File: src/rtl/riscv_test_pkg.sv
// Shared definitions for the RV32I end-of-test monitor.
// Latency: n/a (types and constants only).
// Backpressure: n/a.
package riscv_test_pkg;

  // Monitor states; everything except ST_RUN is terminal and sticky until clear.
  typedef enum logic [2:0] {
    ST_RUN     = 3'd0,
    ST_PASS    = 3'd1,
    ST_FAIL    = 3'd2,
    ST_TIMEOUT = 3'd3,
    ST_HANG    = 3'd4
  } state_t;

  // rv32ui-p tohost location.
  localparam logic [31:0] TOHOST_ADDR_DEF = 32'h8000_1000;

  // x3 (gp) holds the current test number in the rv32ui-p harness.
  localparam logic [4:0] GP_REG = 5'd3;

  // Reported when tohost receives an even nonzero value (not a valid encoding).
  localparam logic [30:0] MALFORMED_TESTNUM = 31'h7FFF_FFFF;

endpackage

File: src/rtl/sat_counter.sv
// Saturating up-counter with synchronous clear (clear wins over increment).
// Latency: count visible one cycle after the increment is sampled.
// Backpressure: none; holds at all-ones instead of wrapping.
module sat_counter #(
  parameter int W = 32
) (
  input  logic         i_clk,
  input  logic         i_rst_n,
  input  logic         i_clr,
  input  logic         i_inc,
  output logic [W-1:0] o_cnt
);

  localparam logic [W-1:0] ONE = {{(W-1){1'b0}}, 1'b1};

  logic [W-1:0] r_cnt;

  // Count up on i_inc, stop at all-ones, zero on i_clr.
  always_ff @(posedge i_clk or negedge i_rst_n) begin
    if (!i_rst_n) begin
      r_cnt <= '0;
    end else if (i_clr) begin
      r_cnt <= '0;
    end else if (i_inc && (r_cnt != '1)) begin
      r_cnt <= r_cnt + ONE;
    end
  end

  assign o_cnt = r_cnt;

endmodule

File: src/rtl/riscv_test_monitor.sv
// End-of-test monitor: decodes tohost stores into pass/fail, flags timeout/hang, counts cycles/instret.
// Latency: one cycle from sampled event to status; status is sticky until clear or reset.
// Backpressure: none; purely snoops the core. Optional gp tracking: TEST_MON_GP_TRACK_EN.
import riscv_test_pkg::*;

module riscv_test_monitor #(
  parameter logic [31:0] TOHOST_ADDR    = TOHOST_ADDR_DEF,
  parameter int          TIMEOUT_CYCLES = 500,
  parameter int          HANG_CYCLES    = 64,
  parameter int          CNT_W          = 32
) (
  input  logic             sys_clk,
  input  logic             sys_rst_n,
  input  logic             clear,
  input  logic             retire_valid,
  input  logic             wb_en,
  input  logic [4:0]       wb_rd,
  input  logic [31:0]      wb_data,
  input  logic             st_valid,
  input  logic [31:0]      st_addr,
  input  logic [31:0]      st_data,
  output logic             done,
  output logic             pass,
  output logic             fail,
  output logic             timeout,
  output logic             hang,
  output logic [30:0]      fail_testnum,
  output logic [CNT_W-1:0] cycle_cnt,
  output logic [CNT_W-1:0] instret_cnt,
  output logic [31:0]      cur_testnum
);

  state_t       r_state;
  state_t       w_state_nxt;
  logic [30:0]  r_fail_testnum;
  logic [30:0]  w_fail_testnum_nxt;
  logic [31:0]  w_idle_cnt;
  logic [CNT_W-1:0] w_cycle_cnt;
  logic [CNT_W-1:0] w_instret_cnt;

  logic w_run;
  logic w_tohost;
  logic w_hang_hit;
  logic w_timeout_hit;

  assign w_run    = (r_state == ST_RUN);
  assign w_tohost = w_run && st_valid && (st_addr == TOHOST_ADDR) && (st_data != 32'd0);

  // Idle count reaching HANG_CYCLES-1 means this is the HANG_CYCLES-th idle cycle.
  assign w_hang_hit    = w_run && !retire_valid && (w_idle_cnt == 32'(HANG_CYCLES - 1));
  assign w_timeout_hit = w_run && (w_cycle_cnt == CNT_W'(TIMEOUT_CYCLES - 1));

  // Cycles spent in RUN, including the cycle the terminal event is sampled.
  sat_counter #(.W(CNT_W)) u_cycle_cnt (
    .i_clk   (sys_clk),
    .i_rst_n (sys_rst_n),
    .i_clr   (clear),
    .i_inc   (w_run),
    .o_cnt   (w_cycle_cnt)
  );

  // Instructions retired while in RUN.
  sat_counter #(.W(CNT_W)) u_instret_cnt (
    .i_clk   (sys_clk),
    .i_rst_n (sys_rst_n),
    .i_clr   (clear),
    .i_inc   (w_run && retire_valid),
    .o_cnt   (w_instret_cnt)
  );

  // Consecutive cycles without retirement; any retire restarts the count.
  sat_counter #(.W(32)) u_idle_cnt (
    .i_clk   (sys_clk),
    .i_rst_n (sys_rst_n),
    .i_clr   (clear || retire_valid),
    .i_inc   (w_run),
    .o_cnt   (w_idle_cnt)
  );

  // Next-state: clear beats tohost, tohost beats hang, hang beats timeout.
  always_comb begin
    w_state_nxt        = r_state;
    w_fail_testnum_nxt = r_fail_testnum;
    if (clear) begin
      w_state_nxt        = ST_RUN;
      w_fail_testnum_nxt = '0;
    end else if (w_run) begin
      if (w_tohost) begin
        if (st_data == 32'd1) begin
          w_state_nxt = ST_PASS;
        end else begin
          w_state_nxt        = ST_FAIL;
          w_fail_testnum_nxt = st_data[0] ? st_data[31:1] : MALFORMED_TESTNUM;
        end
      end else if (w_hang_hit) begin
        w_state_nxt = ST_HANG;
      end else if (w_timeout_hit) begin
        w_state_nxt = ST_TIMEOUT;
      end
    end
  end

  // State and failing test number registers.
  always_ff @(posedge sys_clk or negedge sys_rst_n) begin
    if (!sys_rst_n) begin
      r_state        <= ST_RUN;
      r_fail_testnum <= '0;
    end else begin
      r_state        <= w_state_nxt;
      r_fail_testnum <= w_fail_testnum_nxt;
    end
  end

`ifdef TEST_MON_GP_TRACK_EN
  logic [31:0] r_cur_testnum;

  // Track the last gp write while running; frozen once a terminal state is reached.
  always_ff @(posedge sys_clk or negedge sys_rst_n) begin
    if (!sys_rst_n) begin
      r_cur_testnum <= '0;
    end else if (clear) begin
      r_cur_testnum <= '0;
    end else if (w_run && wb_en && (wb_rd == GP_REG)) begin
      r_cur_testnum <= wb_data;
    end
  end

  assign cur_testnum = r_cur_testnum;
`else
  logic w_unused_wb;
  assign w_unused_wb = ^{wb_en, wb_rd, wb_data};
  assign cur_testnum = 32'd0;
`endif

  // Status decodes straight from the state register, so outputs stay glitch-free for LEDs.
  assign done         = (r_state != ST_RUN);
  assign pass         = (r_state == ST_PASS);
  assign fail         = (r_state == ST_FAIL);
  assign timeout      = (r_state == ST_TIMEOUT);
  assign hang         = (r_state == ST_HANG);
  assign fail_testnum = r_fail_testnum;
  assign cycle_cnt    = w_cycle_cnt;
  assign instret_cnt  = w_instret_cnt;

endmodule

File: config.mk
export PLATFORM = sky130hd
export DESIGN_NAME = riscv_test_monitor
export DESIGN_NICKNAME = d
export VERILOG_FILES = /design/src/rtl/riscv_test_pkg.sv /design/src/rtl/sat_counter.sv /design/src/rtl/riscv_test_monitor.sv
export SDC_FILE = /design/constraint.sdc
export NUM_CORES = 1
export LEC_CHECK = 0
export CAP_MARGIN = 25
export CELL_PAD_IN_SITES_DETAIL_PLACEMENT = 0
export CELL_PAD_IN_SITES_GLOBAL_PLACEMENT = 1
export CORE_MARGIN = 3
export CORE_UTILIZATION = 34
export CTS_CLUSTER_DIAMETER = 50
export DETAILED_ROUTE_END_ITERATION = 12
export MAX_ROUTING_LAYER = met4
export PLACE_DENSITY_LB_ADDON = 0.25
export REMOVE_ABC_BUFFERS = 1
export SLEW_MARGIN = 20
export SYNTH_ARGS = -nofsm -noshare
export SYNTH_HDL_FRONTEND = slang
export SYNTH_SLANG_ARGS = --single-unit
File: constraint.sdc
create_clock -name sys_clk -period 2.5 [get_ports sys_clk]
set_clock_uncertainty 0.05 [all_clocks]
set_input_delay 0.5 -clock sys_clk [delete_from_list [all_inputs] [get_ports sys_clk]]
set_output_delay 0.5 -clock sys_clk [all_outputs]
set_load 0.05 [all_outputs]
# After elaboration in Yosys (flattened, before gate mapping)
# Cells that the tools add are included.
# word_totals
regBits	130
latchBits	0
mem_bits_rw	0
mem_bits_ro	0
inputBits	107
output_inout_bits	132
mem_count	0
# classes
addsub	3
multipliers	0
div_mod_pow	0
magnitude_cmp	0
eq_ne	12
shifts	0
mux	17
bitwise	0
n_reduce_logical	23
# ops
cell	n
two-way mux 32 bit	6
two-way mux 31 bit	5
adder 32 x 1 -> 32 bit, second input constant	3
!= test 32 bit, second input constant	3
== test 32 x 1 -> 1 bit, second input constant	1
== test 32 bit, second input constant	1
== test 32 x 6 -> 1 bit, second input constant	1
== test 32 x 9 -> 1 bit, second input constant	1
nonzero test 32 bit	1
two-way mux 3 bit	5
logical AND 1 bit	10
nonzero test 2 bit	5
== test 3 x 2 -> 1 bit, second input constant	2
nonzero test 4 bit	1
== test 3 x 1 -> 1 bit, second input constant	1
== test 3 bit, second input constant	1
zero test 3 bit	1
AND reduction 3 bit	1
nonzero test 3 bit	1
two-way mux 2 bit	1
!= test 2 bit, second input constant	1
AND reduction 2 bit	1
zero test 1 bit	1
logical OR 1 bit	1

# Longest topological paths before layout
# logic_depth
word_depth	7
depth_mapped	8
depth_no_buf	6

# By module
# Synthesis repeated with hierarchy kept, for this count alone.
# unflattened
cells_unflattened	834
area_unflattened_um2	7891.3
# by_module_without_submodules
module	instances	cells_each	area_per_inst_um2
sat_counter	3	198	1854.3
riscv_test_monitor	1	240	2328.5

# Least setup slack after synthesis
# No wires, ideal clock.
# synth_timing
path_kind	flip-flop to flip-flop
start	register u_instret_cnt.r_cnt[0] (netlist: u_instret_cnt.o_cnt[0])
end	register u_instret_cnt.r_cnt[11] (netlist: u_instret_cnt.o_cnt[11])
setup_ns	0.078
t_arrival_ns	2.412
required_time_ns	2.372
slack_ns	-0.040
path_stages_with_launch	8
n_path_buf	1
path_cell_list	dfrtp_1 > ha_1 > nand3_1 > or4_1 > o41ai_2 > buf_2 > o21ai_0 > a21oi_1
# synth_via
elab_chain_cells	3
elab_cells_between_ends	6
# synth_rtl
element	line	source
start: declaration	sat_counter.sv:16	logic [W-1:0] r_cnt;
start signal: assignment	sat_counter.sv:25	r_cnt <= r_cnt + ONE;
adder 32 x 1 -> 32 bit / != test 32 bit (equally long branches)	sat_counter.sv:25, sat_counter.sv:24	
two-way mux 32 bit / logical AND 1 bit (equally long branches)	sat_counter.sv:24	end else if (i_inc && (r_cnt != '1)) begin
two-way mux 32 bit / nonzero test 2 bit (equally long branches)	--	
# Parallel ways exist; a longest one is shown, timed or not. The select of a mux whose other input is x is not followed.
# A chain may end at the register's enable or synchronous reset.

# Worst setup path in the final report
# layout_timing
start	input st_addr[31]
end	register r_fail_testnum[4] (netlist: fail_testnum[4])
# layout_via
elab_chain_cells	5
# layout_rtl
element	line	source
start: declaration	riscv_test_monitor.sv:20	input logic [31:0] st_addr,
== test 32 bit	riscv_test_monitor.sv:47	assign w_tohost = w_run && st_valid && (st_addr == TOHOST_ADDR) && (st_data != 32'd0);
logical AND 1 bit (2 in a row)	riscv_test_monitor.sv:47	
nonzero test 2 bit (no line)	--	
AND reduction 3 bit (no line)	--	
end signal: assignment	riscv_test_monitor.sv:110	r_fail_testnum <= w_fail_testnum_nxt;
end: declaration	riscv_test_monitor.sv:35	logic [30:0] r_fail_testnum;
# No other way between the ends.

==> metrics.md <==
| Metric | Value |
|---|---|
| Yosys top cell by area | `dfrtp_1` |
| Starting Density | `34.9%` |
| Final Util | `47.4%` |
| Critical path depth | `8` |
| Iter 0 DRT Violations | `342` |
| Postcts setup bufs | `0` |
| Die H | `154 microns` |
| Core ar. | `21,200 sq um` |
| Critical path type | `in -> reg` |
| Synth warn | `0` |
| Horiz. Die Dim | `154 microns` |
| Synth unique cells | `55` |
| Antenna viol nets, final | `0` |
| Worst-path clk slew | `0.06 ns` |
| Nets | `1,129` |
| Max_slew headroom | `53.6%` |
| Non-Filler Instances | `1,304` |
| Final hold vios | `0` |
| Met1 Use GR | `25.3%` |
| Worst path required time | `2.78 ns` |
| EDFF count, synth | `0` |
| CTS max path bufs | `2` |
| Pre-antenna DRT Iters | `4` |
| Family with the most delay on the worst path | `buffers and inverters` |
| Post-synth top area share | `44.0%` |
| Slew Viols, Final | `0` |
| Max-Cap Viols | `0` |
| Fin Hold WS | `0.399 ns` |
| Post-synth ARST share | `100%` |
| Hold Path Class | `in -> reg` |
| Critical Path Sink | `fail_testnum[4]` |
| Most frequent cells in the layout | `161 x clkdlybuf4s50_1, 130 x dfrtp_1, 108 x a21oi_1, 70 x o21ai_0, 48 x buf_4` |
| GRT met3 Usage | `3.94%` |
| Global Route Usage Sum | `18.5%` |
| Launch point of the critical path | `st_addr[31]` |
| Syn avg cell area | `8.94 sq um` |
| Critical path buffer and inverter count | `3` |
| Vias post-DR | `7,050` |
| #FFs+latches synth | `130` |
| Num rows | `53` |
| Synth Cell Area | `7400 sq um` |
| Vias in the first global route | `6,772` |
| Leak | `3.78 nW` |
| CP Capture Type | `flip-flop` |
| DR DRC count | `0` |
| Hpwl dp | `15.4 mm` |
| Commonest non-fill, non-tap cell in the layout | `clkdlybuf4s50_1` |
| CTS tree | `yes` |
| Worst-path cell chain | `clkdlybuf4s50_1, nor4bb_1, nand4_1, buf_4, a2111oi_4, buf_12, o21ai_0, a21oi_1` |
| Tot Pwr | `5.00 mW` |
| Layout cell share with drive strength beyond 1 | `9.23%` |
| Die area | `23,600 sq um` |
| Met2 Usage GRT | `28.5%` |
| Maximum VDD drop | `0.425 mV` |
| Status | `completed` |
| CP max stage delay | `0.44 ns` |
| Reg2reg setup slack | `0.24 ns` |
| Avg Vias per Cell | `5.41` |
| Unrepaired setup endpoints after global routing | `false` |
| CTS Sinks | `130` |
| Worst reg2reg path startpoint | `r_state[0]` |
| H-tree depth | `4` |
| TritonCTS buffer count | `17` |
| Clock latency on the worst-skew pair | `0.42 ns` |
| Ys flop type | `dfrtp_1` |
| Final period utilization | `95.3%` |
| Cells after DPL | `1,274` |
| RD Place Congestion | `0.824` |
| Seq/Total Area, Yosys | `44.0%` |
| Drt wl/cell | `16.5 microns` |
| R2r endpoint | `u_idle_cnt.o_cnt[27]` |
| Initial antenna violation count | `0` |
| CP startpoint kind | `primary input` |
| Antenna cells | `0` |
| Least-Margin Pin Slew | `0.695 ns` |
| Register-to-Register Path Depth | `6` |
| Top Usage Layer GRT | `met2` |
| Gate Count Post-Synth | `828` |
| IO buf count | `168` |
| Largest net degree at the start of global routing | `63` |
| Slowest-stage cell, CP | `clkdlybuf4s50_1` |
| Pwr per Cell Area | `496 nW/um^2` |
| Area contributors post-synth | `dfrtp_1 44%, a21oi_1 7.3%, o21ai_0 4.7%` |
| IO Pins | `239` |
| CP max FO | `62` |
| Final setup fails | `0` |
| Min Tclk post-route | `2.38 ns` |
| Hold Path Depth | `2` |
| Root Buffer | `clkbuf_16` |
| WP data arrival | `2.66 ns` |
| First-pass GRT wire length | `35.4 mm` |
| Gr ovfl total | `0` |
| Max Fclk | `420 MHz` |
| Final WL | `21.6 mm` |
| Area growth syn-to-layout | `36.0%` |
==> power by group <==
part	switching, mW	total, mW	internal, mW
sequential	0.0125	2.13	2.11
combinational	0.272	0.416	0.144
clock	0.899	2.45	1.55
total	1.18	5.00	3.81
==> logic make-up (layout without fill, tap and decap cells) <==
logic type / count (synthesis) / after routing / share of synthesized area [%]
adder cells (fa/ha/maj): 3 / 3 / 0.507
flip-flops: 130 / 130 / 44.0
buffers and inverters: 90 / 260 / 6.41
AO/OA/AOI/OAI: 252 / 252 / 20.3
XOR/XNOR: 8 / 8 / 0.947
other: 1 / 32 / 0.0507
multiplexers: 2 / 2 / 0.271
AND/OR/NAND/NOR: 342 / 342 / 27.6
==> cells in the mapped netlist (all sizes together), types with 3 or more instances <==
library cell  number
dfrtp            130
ha                 3
or4               31
o311ai             5
inv               17
and4              16
nand3             39
and2               6
a31o               4
o31ai             32
a31oi              4
xnor2              5
buf               41
o41ai              8
nor4              31
nor2              26
nand2b            34
o21ai             74
xor2               3
clkbuf            32
or2                4
nand4             28
or3               46
and3              18
nor3              12
a21oi            108
nand2             46
==> worst register-to-register path, stage by stage (launching register included) <==
cell,delay (ns)
dfrtp_1,0.45
nor3_4,0.26
inv_2,0.09
nor3_4,0.31
nand3_2,0.30
or4_1,0.57
a21oi_1,0.15
==> area by class of cell <==
class                           count  area (sq um)
Clock buffer                       24           492
Clock inverter                      5          77.6
Fill cell                        2051         11200
Inverter                           17          63.8
Multi-Input combinational cell    639          3790
Sequential cell                   130          3250
Tap cell                          275           344
Timing Repair Buffer              214          2040
==> state kept, by name, summed over array words and instances (netlist names) <==
signal               cells
u_idle_cnt.o_cnt        32
fail_testnum            31
u_cycle_cnt.o_cnt       32
r_state                  3
u_instret_cnt.o_cnt     32
==> metal layers <==
metal  up-vias  wire length [microns]  part of all wire [%]
met5         -                      0                     0
met4         0                    165                  0.76
met3        14                   1020                   4.7
met2       166                  10000                    46
met1      3389                  10400                    48
li1       3481                      -                     -
==> how the worst min path moves through the flow <==
stage / startpoint / to
2_1_floorplan: sys_rst_n / fail_testnum[0]
3_3_place_gp: sys_rst_n / u_instret_cnt.o_cnt[17]
3_5_place_dp: sys_rst_n / u_instret_cnt.o_cnt[17]
4_1_cts: clear / u_instret_cnt.o_cnt[29]
5_1_grt: clear / u_instret_cnt.o_cnt[31]
6_report: clear / u_instret_cnt.o_cnt[29]
==> stage by stage <==
step / TNS (ns) / setup slack (ns) / area [sq um]
2_1_floorplan: -11.89 / -0.343 / 7110
4_1_cts: 0 / 0.0852 / 10100
3_5_place_dp: -9.76 / -0.346 / 9480
3_3_place_gp: -7.43 / -0.259 / 9480
5_1_grt: 0 / 0.0229 / 10100
6_report: 0 / 0.118 / 10100
==> repair_timing <==
action                                  in CTS  in global routing
hold buffers                                 1                  0
hold endpoints to repair                    40                  0
endpoints found under the setup margin       1                  0
gates resized for setup                      1                  0
No activity file was read; power rests on OpenSTA's default activity.
